## config.mk

```make
export PLATFORM = sky130hd
export DESIGN_NAME = dmem_lsu
export DESIGN_NICKNAME = d
export VERILOG_FILES = /design/src/rtl/dmem_lsu.sv
export SDC_FILE = /design/constraint.sdc
export NUM_CORES = 1
export LEC_CHECK = 0
export CORE_UTILIZATION = 49
export DETAILED_ROUTE_END_ITERATION = 8
export GPL_TIMING_DRIVEN = 1
export PLACE_DENSITY = 0.86
export SLEW_MARGIN = 5
export SYNTH_ARGS = -nofsm -noshare
export SYNTH_HDL_FRONTEND = slang
export SYNTH_SLANG_ARGS = --single-unit
```

## constraint.sdc

```tcl
create_clock -name clk -period 4.7 [get_ports clk]
set_clock_uncertainty 0.1 [all_clocks]
set_input_delay 0.94 -clock clk [delete_from_list [all_inputs] [get_ports clk]]
set_output_delay 0.94 -clock clk [all_outputs]
set_load 0.02 [all_outputs]
```

## src/rtl/dmem_lsu.sv

```systemverilog
`default_nettype none
// ============================================================================
// Module   : dmem_lsu
// Brief    : MEM-stage load/store unit for a MIPS pipeline. Accepts byte-
//            addressed requests over valid/ready and drives a single-port
//            word-wide data memory. Supports byte/half/word loads with sign
//            or zero extension. Sub-word stores use read-modify-write.
//            Misaligned requests are rejected without any memory access.
// Options  : DMEM_LSU_BOUNDS_CHECK_EN - when defined, a request with any
//            address bit above ADDR_W+1 set is rejected as out of range.
//            When undefined, those bits are ignored and the address wraps.
// Revision : 1.0 - initial release
// ============================================================================
module dmem_lsu #(
  parameter int ADDR_W = 6
) (
  input  logic              clk,
  input  logic              rst,
  input  logic              req_valid,
  output logic              req_ready,
  input  logic              req_we,
  input  logic [1:0]        req_size,
  input  logic              req_signed,
  input  logic [31:0]       req_addr,
  input  logic [31:0]       req_wdata,
  output logic              resp_valid,
  output logic [31:0]       resp_rdata,
  output logic              resp_err,
  output logic [ADDR_W-1:0] mem_addr,
  output logic [31:0]       mem_wd,
  output logic              mem_write,
  output logic              mem_read,
  input  logic [31:0]       mem_rd
);

  localparam logic [2:0] S_IDLE   = 3'd0;
  localparam logic [2:0] S_LOAD   = 3'd1;
  localparam logic [2:0] S_RMW_RD = 3'd2;
  localparam logic [2:0] S_WRITE  = 3'd3;
  localparam logic [2:0] S_RESP   = 3'd4;

  logic [2:0]        state_q, state_d;
  logic [1:0]        lane_q, lane_d;
  logic [1:0]        size_q, size_d;
  logic              signed_q, signed_d;
  logic [15:0]       wdata_q, wdata_d;
  logic [31:0]       rdata_q, rdata_d;
  logic              err_q, err_d;
  logic [ADDR_W-1:0] addr_q, addr_d;
  logic [31:0]       wd_q, wd_d;

  logic              req_misaligned;
  logic              req_oob;
  logic              req_bad;
  logic [7:0]        byte_sel;
  logic [15:0]       half_sel;
  logic [31:0]       load_ext;
  logic [31:0]       merged;

`ifdef DMEM_LSU_BOUNDS_CHECK_EN
  assign req_oob = |req_addr[31:ADDR_W+2];
`else
  // Upper address bits are deliberately dropped so the address wraps.
  logic unused_addr_hi;
  assign unused_addr_hi = ^req_addr[31:ADDR_W+2];
  assign req_oob        = 1'b0;
`endif

  // Alignment: halves need addr[0]=0, words (and reserved size) need addr[1:0]=0.
  always_comb begin
    req_misaligned = 1'b0;
    case (req_size)
      2'd0:    req_misaligned = 1'b0;
      2'd1:    req_misaligned = req_addr[0];
      default: req_misaligned = |req_addr[1:0];
    endcase
  end

  assign req_bad = req_misaligned | req_oob;

  // Lane extraction and extension of the memory word for loads.
  always_comb begin
    byte_sel = mem_rd[{lane_q, 3'b000} +: 8];
    half_sel = lane_q[1] ? mem_rd[31:16] : mem_rd[15:0];
    case (size_q)
      2'd0:    load_ext = {{24{signed_q & byte_sel[7]}}, byte_sel};
      2'd1:    load_ext = {{16{signed_q & half_sel[15]}}, half_sel};
      default: load_ext = mem_rd;
    endcase
  end

  // Sub-word store merge: replace the addressed lane of the word just read.
  always_comb begin
    merged = mem_rd;
    if (size_q == 2'd0) begin
      merged[{lane_q, 3'b000} +: 8] = wdata_q[7:0];
    end else if (lane_q[1]) begin
      merged[31:16] = wdata_q;
    end else begin
      merged[15:0] = wdata_q;
    end
  end

  // Next-state and datapath update; request fields only captured in IDLE.
  always_comb begin
    state_d  = state_q;
    lane_d   = lane_q;
    size_d   = size_q;
    signed_d = signed_q;
    wdata_d  = wdata_q;
    rdata_d  = rdata_q;
    err_d    = err_q;
    addr_d   = addr_q;
    wd_d     = wd_q;
    case (state_q)
      S_IDLE: begin
        if (req_valid) begin
          lane_d   = req_addr[1:0];
          size_d   = req_size;
          signed_d = req_signed;
          wdata_d  = req_wdata[15:0];
          addr_d   = req_addr[ADDR_W+1:2];
          if (req_bad) begin
            rdata_d = 32'd0;
            err_d   = 1'b1;
            state_d = S_RESP;
          end else if (!req_we) begin
            state_d = S_LOAD;
          end else if (req_size[1]) begin
            wd_d    = req_wdata;
            state_d = S_WRITE;
          end else begin
            state_d = S_RMW_RD;
          end
        end
      end
      S_LOAD: begin
        rdata_d = load_ext;
        err_d   = 1'b0;
        state_d = S_RESP;
      end
      S_RMW_RD: begin
        wd_d    = merged;
        state_d = S_WRITE;
      end
      S_WRITE: begin
        rdata_d = 32'd0;
        err_d   = 1'b0;
        state_d = S_RESP;
      end
      S_RESP: begin
        state_d = S_IDLE;
      end
      default: begin
        state_d = S_IDLE;
      end
    endcase
  end

  // State and datapath registers with synchronous reset.
  always_ff @(posedge clk) begin
    if (rst) begin
      state_q  <= S_IDLE;
      lane_q   <= 2'd0;
      size_q   <= 2'd0;
      signed_q <= 1'b0;
      wdata_q  <= 16'd0;
      rdata_q  <= 32'd0;
      err_q    <= 1'b0;
      addr_q   <= '0;
      wd_q     <= 32'd0;
    end else begin
      state_q  <= state_d;
      lane_q   <= lane_d;
      size_q   <= size_d;
      signed_q <= signed_d;
      wdata_q  <= wdata_d;
      rdata_q  <= rdata_d;
      err_q    <= err_d;
      addr_q   <= addr_d;
      wd_q     <= wd_d;
    end
  end

  // Strobes come straight from the state; the write is blocked during reset
  // so an interrupted store never reaches memory.
  assign req_ready  = (state_q == S_IDLE);
  assign resp_valid = (state_q == S_RESP);
  assign mem_read   = (state_q == S_LOAD) || (state_q == S_RMW_RD);
  assign mem_write  = (state_q == S_WRITE) && !rst;
  assign resp_rdata = rdata_q;
  assign resp_err   = err_q;
  assign mem_addr   = addr_q;
  assign mem_wd     = wd_q;

endmodule
`default_nettype wire

```

* Word level (Yosys, flattened, before mapping)
Cells that the tools add are included.
** Storage, ports and cells
- Bits in registers :: 95
- Bits of input ports :: 103
- Output and inout bits :: 75
- Word-level logic and storage cells :: 64
** Cells by class
- Add/sub/neg operators :: 1
- Equality and inequality tests :: 11
- Shift operators :: 3
- Mux-type cells :: 23
- Bitwise operators :: 2
- Reductions and logical operators :: 15
** Operators by type and width (count)
- 32-bit two-way mux :: 7
- 32-bit case mux with 2 select lines :: 2
- 32-bit case mux with 3 select lines :: 1
- 16-bit two-way mux :: 3
- 32-bit bitwise mux :: 1
- 8-bit by 7-bit variable shift with 32-bit output (first input constant) :: 1
- 32-bit by 6-bit variable part select with 8-bit output :: 1
- 8-bit by 7-bit variable part select with 32-bit output :: 1
- 3-bit case mux with 3 select lines :: 1
- 5-bit negation with 7-bit output :: 1
- 3-bit by 2-bit equality test with 1-bit output (second input constant) :: 2
- 3-bit two-way mux :: 2
- 2-bit by 1-bit inequality test with 1-bit output (second input constant) :: 3
- 3-bit AND reduction :: 2
- 5-bit AND reduction :: 1
- 2-bit by 1-bit equality test with 1-bit output (second input constant) :: 2
- 2-bit logical NOT :: 2
- 2-bit inequality test (second input constant) :: 2
- 1-bit case mux with 2 select lines :: 2
- 2-bit nonzero test :: 2
- 2-bit OR reduction :: 2
- 3-bit by 1-bit equality test with 1-bit output (second input constant) :: 1
- 3-bit equality test (second input constant) :: 1
- 3-bit logical NOT :: 1
- 8 further kinds :: 11

* Longest topological paths before layout
- Depth after elaboration :: 5
- Mapped depth :: 7
- Depth with buffers taken out :: 6

* Least setup slack after synthesis
No wires, ideal clock.
- Path kind :: input port to output port
- Start point :: input port rst
- End point :: output port mem_write
- Data arrival time :: 1.556 ns
- Data required time :: 3.660 ns
- Setup slack :: 2.104 ns
- Stages :: 3
- Path buffers :: 1
- Cell sequence :: buf_4 > nor2_1 > and3_1
** Between the ends
- Word-level cells in the longest chain between the ends :: 2
** Ends and longest elaborated chain
- start: declaration :: RTL line 18 : input logic rst,
- 1-bit logical NOT :: RTL line 190 : assign mem_write = (state_q == S_WRITE) && !rst;
- 1-bit logical AND :: RTL line 190
- end: declaration :: RTL line 31 : output logic mem_write,
No other way between the ends.

* Worst setup path in the final report
Ends and elaborated chain as after synthesis.

==> impl_metrics.yaml <==
outcome:
  outcome: "finished clean"
finish:
  fin_util_pct: 67.9
  final_cell_mix: "clkdlybuf4s50_1 (153), nand2_1 (96), dfxtp_1 (95), a21oi_1 (55), a221oi_1 (26)"
  finish.net_count: 795
  area_growth_pct: 34.3
  drive_gt1_share_pct: 8.67
  postLayoutCellArea_mm2: 0.00667
  layout_commonest_cell: "clkdlybuf4s50_1"
  antenna_cells: 0
floorplan:
  effective_utilization_at_floorplan_pct: 50.6
  core_region_area_mm2: 0.00982
  core.rowCount: 36
  floorplan.die.width_um: 103
  boundaryPins: 178
  die_h_um: 103
  die_footprint_mm2: 0.0105
detailed_routing:
  detail_route.first_pass.iterations: 6
  via_per_inst: 6.13
  final_antenna_net_count: 0
  drc_errors: 0
  route.final.wire_length_um: 15900
  wl_per_cell_um: 19.2
  detailedRoute.firstIterationViolations: 619
  detailroute.via_count: 5054
clocking:
  postCtsSetupRepairBufs: 0
  post_cts.resized_instances: 0
  htreeDepth: 3
  insertion_delay_ns: 0.37
  clk_pin_slew_worst_paths_ns: 0.10
  hold_fix_buffers_at_cts: 0
  clockBufferDepth: 2
  cts_root_buffer: "clkbuf_8"
  tritoncts: "done"
  clkSinkCount: 95
  cts_made_buffers: 9
timing:
  worst_tran_pin_value_ns: 1.21
  tns_ns: 0
  timing.max_slew.rel_slack_pct: 19.5
  timing.final.crit_share_pct: 73.0
  grt_setup_unrepaired: "false"
  slew_violations: 0
  report.final.setup_viol: 0
  report.final.hold_viol_count: 0
  max_freq_mhz: 291
  minimum_hold_slack_ns: 0.368
  layout_min_cycle_time_ns: 3.43
synthesis:
  syn-mean-instance-area_um2: 8.82
  yosys_warnings: 0
  yosys_most_used_dff: "dfxtp_1"
  mappedNetlistArea_mm2: 0.00497
  synth.distinct_cells: 59
  yosysTopAreaCellShare_pct: 38.3
  synth_seq_area_share_pct: 38.3
  netlist_top_cells_area: "dfxtp_1 (38%), nand2_1 (7.3%), a21oi_1 (5.5%)"
  mappedNetlistNets: 671
  synth_top_area_cell: "dfxtp_1"
  synth_async_sr_flop_share_pct: 0
  synth_edf_count: 0
  postSynthCellCount: 563
  synth.ff_latch_count: 95
setup_path:
  cell_type_with_the_highest_occurrence_count_on_the_critical_path: "clkdlybuf4s50_1"
  path_cells: "clkdlybuf4s50_1 > nor2_1 > and3_1 > clkdlybuf4s50_1"
  worst-setup-path-type: "in -> out"
  cpMaxStageDelayCell: "clkdlybuf4s50_1"
  worst_setup_path_start_kind: "input port"
  critical_path_required_ns: 3.66
  end_kind: "primary output"
  worst-path-max-fanout: 4
  worst_ep_arrival_time_ns: 2.39
  worst_path_largest_cell_delay_ns: 0.59
worst_hold_path:
  hold_path_class: "reg -> reg"
grt:
  global_route.usage.total_pct: 30.6
  grt_antenna_before_repair: 0
  first_pass_grt_wire_length_um: 24700
  global_route.overflow_total: 0
  first_global_vias: 4840
  largest_net_degree_at_the_start_of_global_routing: 40
placement:
  routabilityCongestion: 0.907
  io_buffers: 153
  dp.final_hpwl_um: 11500
  post_dp_cell_area_mm2: 0.00647
power:
  p_per_area_mw_per_mm2: 303
  power_leakage_nw: 2.26
  irDropWorstVdd_mv: 0.163
run:
  cap_violations: 0
-- where the power goes --
part           switching (W)  total [W]  internal, W
Sequential         0.0000483   0.000906     0.000858
Clock               0.000298   0.000547     0.000249
Combinational       0.000319   0.000570     0.000251
-- sequential cells by signal, indices dropped and copies added, names as in the netlist --
| register | cells |
|---|---|
| resp_rdata | 32 |
| lane_q | 2 |
| state_q | 3 |
| signed_q | 1 |
| size_q | 2 |
| mem_wd | 32 |
| mem_addr | 6 |
| resp_err | 1 |
| wdata_q | 16 |
-- layout make-up --
| type | count | area (µm²) |
|---|---|---|
| clock buffer | 10 | 128 |
| clock inverter | 6 | 68.8 |
| fill | 811 | 3150 |
| inverter | 15 | 56.3 |
| multi-input combinational | 407 | 2770 |
| sequential | 95 | 1900 |
| tap | 133 | 166 |
| timing repair buffer | 159 | 1580 |
-- critical path, delay by kind of cell --
kind	cells	cell delay, ns
AND/OR/NAND/NOR	2	0.44
buffers and inverters	2	1.01
-- metal layers --
metal,vias up,part of all wire (%),global-route usage [%]
met5,-,0,0
met2,328,46,49.2
met1,2347,41,40.1
met3,35,10,7.12
li1,2344,-,-
met4,0,2.3,11.1
-- final timing paths --
check	slack [ns]	start	end	cells after the start
worst max-delay path	1.27	rst	mem_write	4
worst min-delay path	0.37	mem_addr[5]	mem_addr[5]	2
worst min register to register	0.37	mem_addr[5]	mem_addr[5]	2
worst max register to register	1.85	lane_q[1]	mem_wd[6]	6
-- synthesized netlist by cell type (4+ instances only) --
master	count
a21oi_1	55
o21ai_0	21
o21a_1	8
a32o_1	7
a221oi_1	26
o2bb2ai_2	10
nand2_1	96
o32ai_1	11
ha_1	5
buf_4	5
inv_1	14
nor3_1	9
buf_6	4
nor2_1	15
a211oi_1	10
o22ai_1	9
mux2i_1	18
and2_1	6
mux2_2	11
dfxtp_1	95
nand2b_1	9
o2bb2ai_1	15
clkbuf_1	18
a31oi_1	16
buf_2	17
nor2b_1	7
-- kinds of logic after synthesis --
logic type                 synth area share [%]
AOI/OAI and AO/OA                          31.4
and+or+nand+nor                            16.8
DFF                                        38.3
buffers and inverters                      6.02
muxes                                      6.12
adders and majority gates                  1.26
xor gates and xnor gates                  0.176
-- per-stage QoR --
step	setup WS, ns	total power (W)	instances
final	1.27	0.00202	825
after global routing	1.22	0.00210	825
after floorplan	2.10	0.00126	563
after global placement	1.31	0.00146	809
after CTS	1.27	0.00201	825
after detailed placement	1.27	0.00148	809
No activity file was read; power rests on OpenSTA's default activity.
